`config.mk`:
```
export PLATFORM = sky130hd
export DESIGN_NAME = add_4_serial_flat
export DESIGN_NICKNAME = d
export VERILOG_FILES = /design/src/rtl/add_pkg.sv /design/src/rtl/add_4_serial_if.sv /design/src/rtl/add_out_reg.sv /design/src/rtl/add_4_serial.sv /design/src/flat_wrapper.sv
export SDC_FILE = /design/constraint.sdc
export NUM_CORES = 1
export LEC_CHECK = 0
export ABC_AREA = 1
export CAP_MARGIN = 20
export CELL_PAD_IN_SITES_DETAIL_PLACEMENT = 0
export CELL_PAD_IN_SITES_GLOBAL_PLACEMENT = 1
export CORE_MARGIN = 2
export CORE_UTILIZATION = 40
export DETAILED_ROUTE_END_ITERATION = 8
export DONT_BUFFER_PORTS = 1
export PLACE_DENSITY_LB_ADDON = 0.15
export SLEW_MARGIN = 20
export SYNTH_ARGS = -nofsm -noshare
export SYNTH_HDL_FRONTEND = slang
export SYNTH_HIERARCHICAL = 1
export SYNTH_SLANG_ARGS = --single-unit
```
`constraint.sdc`:
```
create_clock -name i_clk -period 2.26 [get_ports i_clk]
set_input_delay 0.452 -clock i_clk [delete_from_list [all_inputs] [get_ports i_clk]]
set_output_delay 0.452 -clock i_clk [all_outputs]
set_load 0.1 [all_outputs]
```
`src/rtl/add_pkg.sv`:
```
// Shared constants and types for the serial 4-input adder.
package add_pkg;

  localparam int DATA_W_DFLT = 8;
  localparam int GROUP_N     = 4;

  // Sum width that holds GROUP_N maximal operands without overflow.
  function automatic int sum_w(input int data_w);
    return data_w + $clog2(GROUP_N);
  endfunction

  typedef logic [1:0] cnt_t;

endpackage

```
`src/rtl/add_4_serial_if.sv`:
```
// Operand input stream and group-sum output stream of add_4_serial.
// o_avg exists only when ADD_4_SERIAL_AVG_EN is defined.
interface add_4_serial_if #(
  parameter int DATA_W = add_pkg::DATA_W_DFLT
);
  localparam int SUM_W = add_pkg::sum_w(DATA_W);

  logic              i_valid;
  logic [DATA_W-1:0] i_data;
  logic              o_ready;
  logic              o_valid;
  logic [SUM_W-1:0]  o_sum;
  logic              i_ready;
`ifdef ADD_4_SERIAL_AVG_EN
  logic [DATA_W-1:0] o_avg;
`endif

  modport slave (
    input  i_valid, i_data, i_ready,
    output o_ready, o_valid, o_sum
`ifdef ADD_4_SERIAL_AVG_EN
    , output o_avg
`endif
  );

  modport master (
    output i_valid, i_data, i_ready,
    input  o_ready, o_valid, o_sum
`ifdef ADD_4_SERIAL_AVG_EN
    , input o_avg
`endif
  );

endinterface

```
`src/rtl/add_out_reg.sv`:
```
// Output holding register: loads a completed group sum, holds it until drained.
// With ADD_4_SERIAL_AVG_EN the rounded average is registered alongside.
module add_out_reg
  import add_pkg::*;
#(
  parameter  int DATA_W = DATA_W_DFLT,
  localparam int SUM_W  = sum_w(DATA_W)
) (
  input  logic              clk,
  input  logic              rst_n,
  input  logic              load_i,
  input  logic [SUM_W-1:0]  sum_i,
  input  logic              ready_i,
  output logic              valid_o,
  output logic [SUM_W-1:0]  sum_o
`ifdef ADD_4_SERIAL_AVG_EN
  , output logic [DATA_W-1:0] avg_o
`endif
);

  logic             valid_q;
  logic [SUM_W-1:0] sum_q;

  // A load while full only happens when the old value drains the same cycle,
  // so load always wins over drain.
  always_ff @(posedge clk or negedge rst_n) begin
    if (!rst_n) begin
      valid_q <= 1'b0;
      sum_q   <= '0;
    end else if (load_i) begin
      valid_q <= 1'b1;
      sum_q   <= sum_i;
    end else if (valid_q && ready_i) begin
      valid_q <= 1'b0;
    end
  end

  assign valid_o = valid_q;
  assign sum_o   = sum_q;

`ifdef ADD_4_SERIAL_AVG_EN
  logic [DATA_W-1:0] avg_q;
  logic [SUM_W-1:0]  rounded;

  // Round half up; 4*max+2 still fits in SUM_W bits.
  assign rounded = sum_i + {{(SUM_W-2){1'b0}}, 2'd2};

  always_ff @(posedge clk or negedge rst_n) begin
    if (!rst_n) begin
      avg_q <= '0;
    end else if (load_i) begin
      avg_q <= DATA_W'(rounded >> 2);
    end
  end

  assign avg_o = avg_q;
`endif

endmodule

```
`src/rtl/add_4_serial.sv`:
```
// Serial adder: sums every group of 4 accepted operands onto a registered stream.
// Define ADD_4_SERIAL_AVG_EN to also output the rounded group average.
module add_4_serial
  import add_pkg::*;
#(
  parameter  int DATA_W = DATA_W_DFLT,
  localparam int SUM_W  = sum_w(DATA_W)
) (
  input  logic            i_clk,
  input  logic            i_rst_n,
  input  logic            i_clear,
  add_4_serial_if.slave   s
);

  cnt_t             cnt_q, cnt_d;
  logic [SUM_W-1:0] acc_q, acc_d;
  logic [SUM_W-1:0] grp_sum;
  logic             last;
  logic             take;
  logic             load;

  assign last    = (cnt_q == cnt_t'(GROUP_N - 1));
  // Only the completing operand stalls, and only if the old sum cannot leave.
  assign s.o_ready = ~(last & s.o_valid & ~s.i_ready);
  assign take    = s.i_valid & s.o_ready & ~i_clear;
  assign grp_sum = acc_q + {{(SUM_W-DATA_W){1'b0}}, s.i_data};
  assign load    = take & last;

  // NOTE: every always_comb output gets a default first so no latch is inferred.
  always_comb begin
    acc_d = acc_q;
    cnt_d = cnt_q;
    if (i_clear) begin
      acc_d = '0;
      cnt_d = '0;
    end else if (take) begin
      if (last) begin
        acc_d = '0;
        cnt_d = '0;
      end else begin
        acc_d = grp_sum;
        cnt_d = cnt_q + 2'd1;
      end
    end
  end

  // NOTE: state registers use non-blocking assignments only; blocking here
  // would make the result depend on process evaluation order.
  always_ff @(posedge i_clk or negedge i_rst_n) begin
    if (!i_rst_n) begin
      acc_q <= '0;
      cnt_q <= '0;
    end else begin
      acc_q <= acc_d;
      cnt_q <= cnt_d;
    end
  end

  add_out_reg #(
    .DATA_W (DATA_W)
  ) u_out_reg (
    .clk     (i_clk),
    .rst_n   (i_rst_n),
    .load_i  (load),
    .sum_i   (grp_sum),
    .ready_i (s.i_ready),
    .valid_o (s.o_valid),
    .sum_o   (s.o_sum)
`ifdef ADD_4_SERIAL_AVG_EN
    , .avg_o (s.o_avg)
`endif
  );

endmodule
```
`src/flat_wrapper.sv`:
```
// flat-port wrapper written by rule: the top's interface ports become plain ports
module add_4_serial_flat import add_pkg::*;
#(
  parameter  int DATA_W = DATA_W_DFLT,
  localparam int SUM_W  = sum_w(DATA_W)
)
  (i_clk, i_rst_n, i_clear, s_i_valid, s_i_data, s_i_ready, s_o_ready, s_o_valid, s_o_sum);
  add_4_serial_if #(.DATA_W(DATA_W)) s_i ();
  input  logic i_clk;
  input  logic i_rst_n;
  input  logic i_clear;
  input wire logic [$bits(s_i.i_valid)-1:0] s_i_valid;
  input wire logic [$bits(s_i.i_data)-1:0] s_i_data;
  input wire logic [$bits(s_i.i_ready)-1:0] s_i_ready;
  output wire logic [$bits(s_i.o_ready)-1:0] s_o_ready;
  output wire logic [$bits(s_i.o_valid)-1:0] s_o_valid;
  output wire logic [$bits(s_i.o_sum)-1:0] s_o_sum;
  assign s_i.i_valid = s_i_valid;
  assign s_i.i_data = s_i_data;
  assign s_i.i_ready = s_i_ready;
  assign s_o_ready = s_i.o_ready;
  assign s_o_valid = s_i.o_valid;
  assign s_o_sum = s_i.o_sum;
  add_4_serial #(.DATA_W(DATA_W)) u_core (.i_clk(i_clk), .i_rst_n(i_rst_n), .i_clear(i_clear), .s(s_i));
endmodule
```
==> results.toml, run 1 <==
[run_status]
status = "finished, final reports clean"

[sta]
finalSetupViolCount = 0
fmax_mhz = 517
period_share_pct = 85.6
drv_slew = 0
tightest_slew_ns = 0.519
finalHoldViolations = 0
slew_headroom_pct = 65.4
rsz0062_at_grt = "false"
skew_ns = 0.00347
holdWs_ns = 0.0998
period_needed_ns = 1.93
layout_setup_ws_ns = 0.325
tns_ns = 0

[synthesis]
synth_seq_area_share_pct = 41.0
synth-compound-area-share_pct = 6.77
syn_area_per_cell_um2 = 7.84
synthCells = 179
synth_top_family_by_area = "simple AND/OR/NAND/NOR gates"
synthMuxAreaShare_pct = 0
synth.area.top_cells = "dfrtp_1 41%, nand2_1 20%, ha_1 8.0%"
synth_edf_count = 0
async_flop_share_pct = 100
synthSimpleGateAreaFrac_pct = 33.7
synth_area_mm2 = 0.00140
synth_common_cells = "75 x nand2_1, 23 x dfrtp_1, 16 x inv_1"
yosys.area.top_type_share_pct = 41.0
yosys_warnings = 6
synth.most_common_cell = "nand2_1"
synth_ff_type = "dfrtp_1"
synth-xor-area-share_pct = 1.87
yosys.area.top_type = "dfrtp_1"
synth.distinct_cells = 26
synth-seq-cells = 23
syn_nets = 202
synthAdderAreaFrac_pct = 9.45

[worst_setup_path]
cp.arrival_ns = 1.48
crit_path_start_kind = "flip-flop"
critPathKind = "reg -> out"
cp_data_required_time_ns = 1.81
critPathMaxFanout = 3
end_kind = "primary output"

[power_and_ir_drop]
ir_worst_vdd_uv = 228
power_frac_comb_pct = 54.3
pwr-share-clk_pct = 11.9
power_mw = 1.59
seqPwrFrac_pct = 33.8
switchingPower_mw = 0.830
power_density_mw_per_mm2 = 1020
cellLeakagePower_nw = 0.875
p_int_mw = 0.756
swShare_pct = 52.3

[drt]
wl_per_cell_um = 12.1
drt_iter0_drc = 69
drc = 0
firstDrtPassIters = 4
wirelength_um = 2900
avgViaCountPerCell = 4.71
vias = 1131
antenna_left = 0

[global_routing]
track_usage_pct = 16.1
antenna_found_initial = 0
grt_pass1_vias = 1146
grt_max_degree = 24
grt_pass1_wl_um = 5140
grt_overflow = 0

[place]
dp_hpwl_um = 2290
portBuffers = 0
pre_cts_slack_ns = 0.320
routabilityCongestion = 0.806

[clock_tree]
numClockSinks = 23
cts_buffers = 3
cts_setup_buffers = 0
cts_tree = "done"
cts.clk_slew.worst_paths_ns = 0.13
htreeDepth = 1
clk_path_buf_depth = 2
clockRootBuffer = "clkbuf_4"
clock_latency_ns = 0.30

[die]
core.rowCount = 21
start_util_pct = 41.7
core_mm2 = 0.00336
chipWidth_um = 63.2
ios = 25
die_h_um = 63.2
die-area_mm2 = 0.00400

[hold_path]
hp-class = "in -> async"

[finish]
diodes = 0
fillCellCount = 366
syn_to_final_growth_pct = 11.2
drive_above_1_share_pct = 17.0
layout.nets = 218

[job]
drv_cap = 0
[state kept, by name (all words and copies together) (netlist names)]
| register | count |
|---|---|
| u_core/u_out_reg/sum_o | 10 |
| u_core/u_out_reg/valid_o | 1 |
| u_core/acc_q | 10 |
| u_core/cnt_q | 2 |
[stage by stage]
stage | instances | area [um2] | util, %
finish | 240 | 1560 | 46.4
detailed placement | 235 | 1530 | 45.5
global placement | 235 | 1530 | 45.5
floorplan | 179 | 1400 | -
CTS | 240 | 1570 | 46.6
global route | 240 | 1560 | 46.4
[metal layers]
layer	vias up	track usage, %	wire length, um
met5	-	0	0
met3	2	3.39	137
met2	24	25.0	1250
met4	0	4.62	24
met1	515	22.8	1490
li1	590	-	-
[worst paths after layout]
kind,start,endpoint,slack [ns],depth (start not counted)
max,u_core/cnt_q[0],s_o_ready,0.33,5
min in group i_clk,s_i_ready,u_core/u_out_reg/valid_o,0.28,3
min reg2reg,u_core/u_out_reg/sum_o[4],u_core/u_out_reg/sum_o[4],0.49,2
max in group asynchronous,i_rst_n,u_core/acc_q[9],1.81,1
min,i_rst_n,u_core/u_out_reg/sum_o[0],0.1,1
max reg2reg,u_core/acc_q[0],u_core/u_out_reg/sum_o[8],0.41,10
[cell type report]
type,instances,area [um2],area share (%)
flip-flops and latches,23,576,36.9
inverters,19,71.3,4.57
clock buffers,3,22.5,1.44
repair buffers,14,103,6.57
well taps,46,57.6,3.69
clock inverters,1,5.00,0.321
multi-input cells,134,727,46.6
[power by group through the flow]
stage | Sequential, mW | Clock [mW] | Combinational, mW
after global routing | 0.546 | 0.227 | 0.917
after detailed placement | 0.546 | 0 | 0.856
after CTS | 0.537 | 0.201 | 0.868
after floorplan | 0.995 | 0 | 0.238
final | 0.536 | 0.188 | 0.861
after global placement | 0.544 | 0 | 0.851
[layout by cell type (no fill, tap or decap), drive strengths merged, types with 2 or more instances in the layout]
cell type  count
o21ai          4
inv           19
nand3         12
and2           5
buf           14
dfrtp         23
xnor2          3
ha             9
nor2           9
a21oi          4
a22o           2
nand3b         2
clkbuf         3
nand2         78
[repair_timing]
item / in CTS / in global routing
endpoints found under the hold margin: 23 / 0
hold buffers: 1 / 0
resized for setup: 0 / 0
[logic make-up (layout without fill, tap and decap cells)]
kind of cell	after synthesis	count (layout)
AOI/OAI and AO/OA	13	13
xor gates and xnor gates	3	3
adders and majority gates	10	10
buffers and inverters	22	37
DFF	23	23
and+or+nand+nor	108	108
[critical path, stage by stage (launching register included)]
cell and delay, ns:
dfrtp_1 0.43, ha_1 0.26, inv_2 0.08, nor2_2 0.03, nand2_2 0.07, buf_4 0.29
No activity file was read; power rests on OpenSTA's default activity.
==> run 2: changes to the inputs <==
--- a/config.mk
+++ b/config.mk
@@ -9,11 +9,13 @@
 export CAP_MARGIN = 20
 export CELL_PAD_IN_SITES_DETAIL_PLACEMENT = 0
 export CELL_PAD_IN_SITES_GLOBAL_PLACEMENT = 1
+export CORE_ASPECT_RATIO = 1.4
 export CORE_MARGIN = 2
 export CORE_UTILIZATION = 40
 export DETAILED_ROUTE_END_ITERATION = 8
 export DONT_BUFFER_PORTS = 1
 export PLACE_DENSITY_LB_ADDON = 0.15
+export SKIP_LAST_GASP = 1
 export SLEW_MARGIN = 20
 export SYNTH_ARGS = -nofsm -noshare
 export SYNTH_HDL_FRONTEND = slang
==> results.toml, run 2 (synthesis gave the netlist of run 1 again) <==
[die]
die-area_mm2 = 0.00401
core_mm2 = 0.00338
ios = 25
start_util_pct = 41.6
chipWidth_um = 54.1
core.rowCount = 25
die_h_um = 74.1

[place]
dpl-instance-area_mm2 = 0.00152
portBuffers = 0
dp_hpwl_um = 2260
pre_cts_slack_ns = 0.362
routabilityCongestion = 0.784

[finish]
drive_above_1_share_pct = 16.5
syn_to_final_growth_pct = 11.9
utilization_pct = 46.5
seq_area_um2 = 576
layout.nets = 218
fillCellCount = 350
diodes = 0
final_common_cell = "nand2_1"
multi_input_area_um2 = 727
layout_common_cells = "75 x nand2_1, 23 x dfrtp_1, 16 x inv_1"
final_cell_area_mm2 = 0.00157

[clock_tree]
htreeDepth = 1
numClockSinks = 23
clock_latency_ns = 0.26
cts_setup_buffers = 0
clockRootBuffer = "clkbuf_8"
cts_buffers = 3
cts_resized = 0
cts.clk_slew.worst_paths_ns = 0.08
cts_tree = "done"
clk_path_buf_depth = 2

[power_and_ir_drop]
cellLeakagePower_nw = 0.880
p_int_mw = 0.816
ir_worst_vdd_uv = 773
seqPwrFrac_pct = 32.4
power_frac_comb_pct = 52.1
power_density_mw_per_mm2 = 1050
pwr-share-clk_pct = 15.5
switchingPower_mw = 0.836
swShare_pct = 50.6

[sta]
tightest_slew_ns = 0.522
period_needed_ns = 1.87
slew_headroom_pct = 65.2
tns_ns = 0
period_share_pct = 82.9
finalHoldViolations = 0
drv_slew = 0
skew_ns = 0.00445
finalSetupViolCount = 0
layout_setup_ws_ns = 0.386
rsz0062_at_grt = "false"
fmax_mhz = 534

[drt]
vias = 1161
drc = 0
firstDrtPassIters = 4
antenna_left = 0
wirelength_um = 2960
drt_iter0_drc = 19
avgViaCountPerCell = 4.96
wl_per_cell_um = 12.7

[worst_setup_path]
reg2reg_to = "u_core/u_out_reg/sum_o[8]"
crit_path_end = "s_o_ready"
critPathKind = "reg -> out"
cp.arrival_ns = 1.42
crit_chain = "ha_1 -> inv_2 -> nor2_2 -> nand2_2 -> buf_4"
cp_num_buf_inv = 2
critical_path.startpoint = "u_core/cnt_q[0]"
r2r_slack_ns = 0.45
path_delay_family = "flip-flops"
critical_path_depth = 5
crit_path_start_kind = "flip-flop"
slowest_delay_ns = 0.42
critical_path.slowest_cell = "dfrtp_1"
reg2reg_depth = 10
cp_data_required_time_ns = 1.81
end_kind = "primary output"
critPathMaxFanout = 3
r2r-start = "u_core/acc_q[0]"

[global_routing]
grt_pass1_wl_um = 5110
antenna_found_initial = 0
grt_pass1_vias = 1195
grt_max_degree = 24
grt_overflow = 0
track_usage_pct = 17.4
use_met2_pct = 28.5
met1_usage_pct = 21.8
grt.busiest_layer = "met2"
met3_usage_pct = 3.01

[hold_path]
hp-class = "in -> async"

[job]
drv_cap = 0

[run_status]
status = "finished, final reports clean"
==> run 2: power groups by stage <==
stage | Clock (mW) | Combinational, mW | Sequential [mW]
after detailed placement | 0 | 0.852 | 0.544
after CTS | 0.269 | 0.863 | 0.536
after global routing | 0.293 | 0.923 | 0.546
after floorplan | 0 | 0.238 | 0.995
final | 0.256 | 0.861 | 0.535
after global placement | 0 | 0.852 | 0.542
==> run 2: through the flow <==
| stage | total power, mW | hold WS [ns] | std cells |
|---|---|---|---|
| 2_1_floorplan | 1.23 | 0.156 | 179 |
| 3_3_place_gp | 1.39 | 0.157 | 229 |
| 3_5_place_dp | 1.40 | 0.157 | 229 |
| 4_1_cts | 1.67 | 0.322 | 234 |
| 5_1_grt | 1.76 | 0.181 | 234 |
| 6_report | 1.65 | 0.154 | 234 |
==> run 2: repair_timing <==
| item | 4_1_cts | 5_1_grt |
|---|---|---|
| endpoints found under the setup margin | 0 | 0 |
| hold endpoints to repair | 23 | 0 |
| hold buffers | 1 | 0 |
==> run 2: layout make-up <==
type,instances,share of cell area (%)
Timing Repair Buffer,14,6.53
Sequential cell,23,36.6
Multi-Input combinational cell,134,46.3
Clock buffer,4,2.87
Tap cell,40,3.18
Inverter,19,4.54
==> run 2: worst min-delay path by stage <==
stage / from / endpoint / slack [ns] / cells after the start
CTS: s_i_ready / u_core/u_out_reg/valid_o / 0.32 / 3
floorplan: i_rst_n / u_core/acc_q[0] / 0.16 / 0
global route: i_rst_n / u_core/u_out_reg/sum_o[5] / 0.18 / 1
global placement: i_rst_n / u_core/u_out_reg/valid_o / 0.16 / 0
finish: i_rst_n / u_core/u_out_reg/sum_o[1] / 0.15 / 1
detailed placement: i_rst_n / u_core/u_out_reg/valid_o / 0.16 / 0
==> run 2: layer usage <==
metal	vias up	share of wire, %
met5	-	0
met4	0	2.3
met3	7	4.7
met2	29	48
met1	532	45
li1	593	-
==> run 3: changes to the inputs <==
==> constraint.sdc (replaced) <==
create_clock -name i_clk -period 1.9 [get_ports i_clk]
set_input_delay 0.38 -clock i_clk [delete_from_list [all_inputs] [get_ports i_clk]]
set_output_delay 0.38 -clock i_clk [all_outputs]
set_load 0.1 [all_outputs]
==> results.toml, run 3 (synthesis gave the netlist of run 1 again) <==
[die]
die-area_mm2 = 0.00401
core.rowCount = 25
core_mm2 = 0.00338
ios = 25
start_util_pct = 41.6
die_h_um = 74.1
chipWidth_um = 54.1

[sta]
rsz0062_at_grt = "false"
skew_ns = 0.00207
tightest_slew_ns = 0.518
period_share_pct = 94.3
period_needed_ns = 1.79
finalHoldViolations = 0
finalSetupViolCount = 0
drv_slew = 0
fmax_mhz = 558
tns_ns = 0
slew_headroom_pct = 65.5

[finish]
layout.nets = 220
final_common_cell = "nand2_1"
utilization_pct = 47.1
drive_above_1_share_pct = 18.9
final_cells = 236
syn_to_final_growth_pct = 13.5
fillCellCount = 359
diodes = 0
multi_input_area_um2 = 732
layout_common_cells = "75 x nand2_1, 22 x dfrtp_1, 16 x inv_1"
seq_area_um2 = 577

[worst_setup_path]
critPathMaxFanout = 3
cp_data_required_time_ns = 1.52
critical_path.slowest_cell = "dfrtp_1"
slowest_delay_ns = 0.41
path_delay_family = "flip-flops"
critPathKind = "reg -> out"
crit_chain = "ha_1 -> inv_2 -> nor2_2 -> nand2_2 -> buf_4"
reg2reg_depth = 9
cp.arrival_ns = 1.41
crit_path_start_kind = "flip-flop"
critical_path_depth = 5
cp_num_buf_inv = 2
end_kind = "primary output"

[power_and_ir_drop]
p_int_mw = 0.977
power_density_mw_per_mm2 = 1240
seqPwrFrac_pct = 32.4
pwr-share-clk_pct = 15.1
ir_worst_vdd_uv = 1130
switchingPower_mw = 0.991
swShare_pct = 50.4
power_frac_comb_pct = 52.4
cellLeakagePower_nw = 0.887

[drt]
firstDrtPassIters = 4
antenna_left = 0
drc = 0
avgViaCountPerCell = 4.86
vias = 1147
wirelength_um = 2970
wl_per_cell_um = 12.6
drt_iter0_drc = 30

[global_routing]
grt_pass1_wl_um = 5200
grt_overflow = 0
track_usage_pct = 17.5
grt_max_degree = 24
antenna_found_initial = 0
grt_pass1_vias = 1191

[clock_tree]
cts_tree = "done"
cts.clk_slew.worst_paths_ns = 0.08
clk_path_buf_depth = 2
cts_buffers = 3
htreeDepth = 1
clock_latency_ns = 0.26
clockRootBuffer = "clkbuf_8"
numClockSinks = 23

[run_status]
status = "finished, final reports clean"

[job]
drv_cap = 0

[hold_path]
hp-class = "in -> async"

[place]
dp_hpwl_um = 2310
routabilityCongestion = 0.795
portBuffers = 0
placed_cells = 229
-- run 3: timing repair --
action / in CTS / in global routing
hold endpoints to repair: 23 / 0
setup buffers: 0 / 2
hold buffers: 1 / 0
gates resized for setup: 0 / 2
endpoints found under the setup margin: 0 / 2
-- run 3: power groups by stage --
| stage | clock (mW) | combinational [mW] | sequential (mW) |
|---|---|---|---|
| finish | 0.298 | 1.03 | 0.638 |
| global placement | 0 | 1.01 | 0.646 |
| detailed placement | 0 | 1.01 | 0.650 |
| floorplan | 0 | 0.283 | 1.18 |
| CTS | 0.319 | 1.03 | 0.640 |
| global route | 0.345 | 1.11 | 0.655 |
-- run 3: metrics by stage --
stage / cell area [um2] / power [mW] / setup WS (ns) / hold slack (ns)
6_report: 1590 / 1.97 / 0.109 / 0.0890
5_1_grt: 1590 / 2.11 / 0.0187 / 0.125
4_1_cts: 1580 / 1.99 / 0.0370 / 0.242
3_5_place_dp: 1520 / 1.66 / 0.0411 / 0.0849
3_3_place_gp: 1520 / 1.66 / 0.0947 / 0.0849
2_1_floorplan: 1410 / 1.47 / 0.0117 / 0.0844
-- run 3: layer usage --
metal	track usage (%)	vias to the layer above	share of wire, %
met3	2.61	2	3.0
li1	-	596	-
met4	5.00	0	0.78
met2	31.6	16	51
met5	0	-	0
met1	21.0	533	45
-- run 3: area by class of cell --
| class | count | area share [%] |
|---|---|---|
| flip-flops and latches | 23 | 36.2 |
| inverters | 19 | 4.48 |
| multi-input cells | 134 | 46.0 |
| clock buffers | 4 | 2.83 |
| repair buffers | 16 | 7.38 |
| well taps | 40 | 3.14 |
-- run 3: worst register-to-register path: stages, from the launching register on --
cell     delay, ns
dfrtp_1       0.36
ha_2          0.21
inv_1         0.06
fa_2          0.36
o21ai_2       0.18
buf_4         0.14
xnor2_1       0.17
inv_1         0.07
nand2_1       0.07
nand2_1       0.05
-- run 3: path summary, 6_finish.rpt --
check	from	to	slack, ns
setup / recovery	u_core/cnt_q[0]	s_o_ready	0.11
hold / removal	i_rst_n	u_core/u_out_reg/valid_o	0.09
setup reg to reg	u_core/acc_q[0]	u_core/u_out_reg/sum_o[4]	0.12
hold reg to reg	u_core/u_out_reg/sum_o[2]	u_core/u_out_reg/sum_o[2]	0.48
max in group asynchronous	i_rst_n	u_core/u_out_reg/valid_o	1.44
min in group i_clk	s_i_ready	u_core/u_out_reg/valid_o	0.25
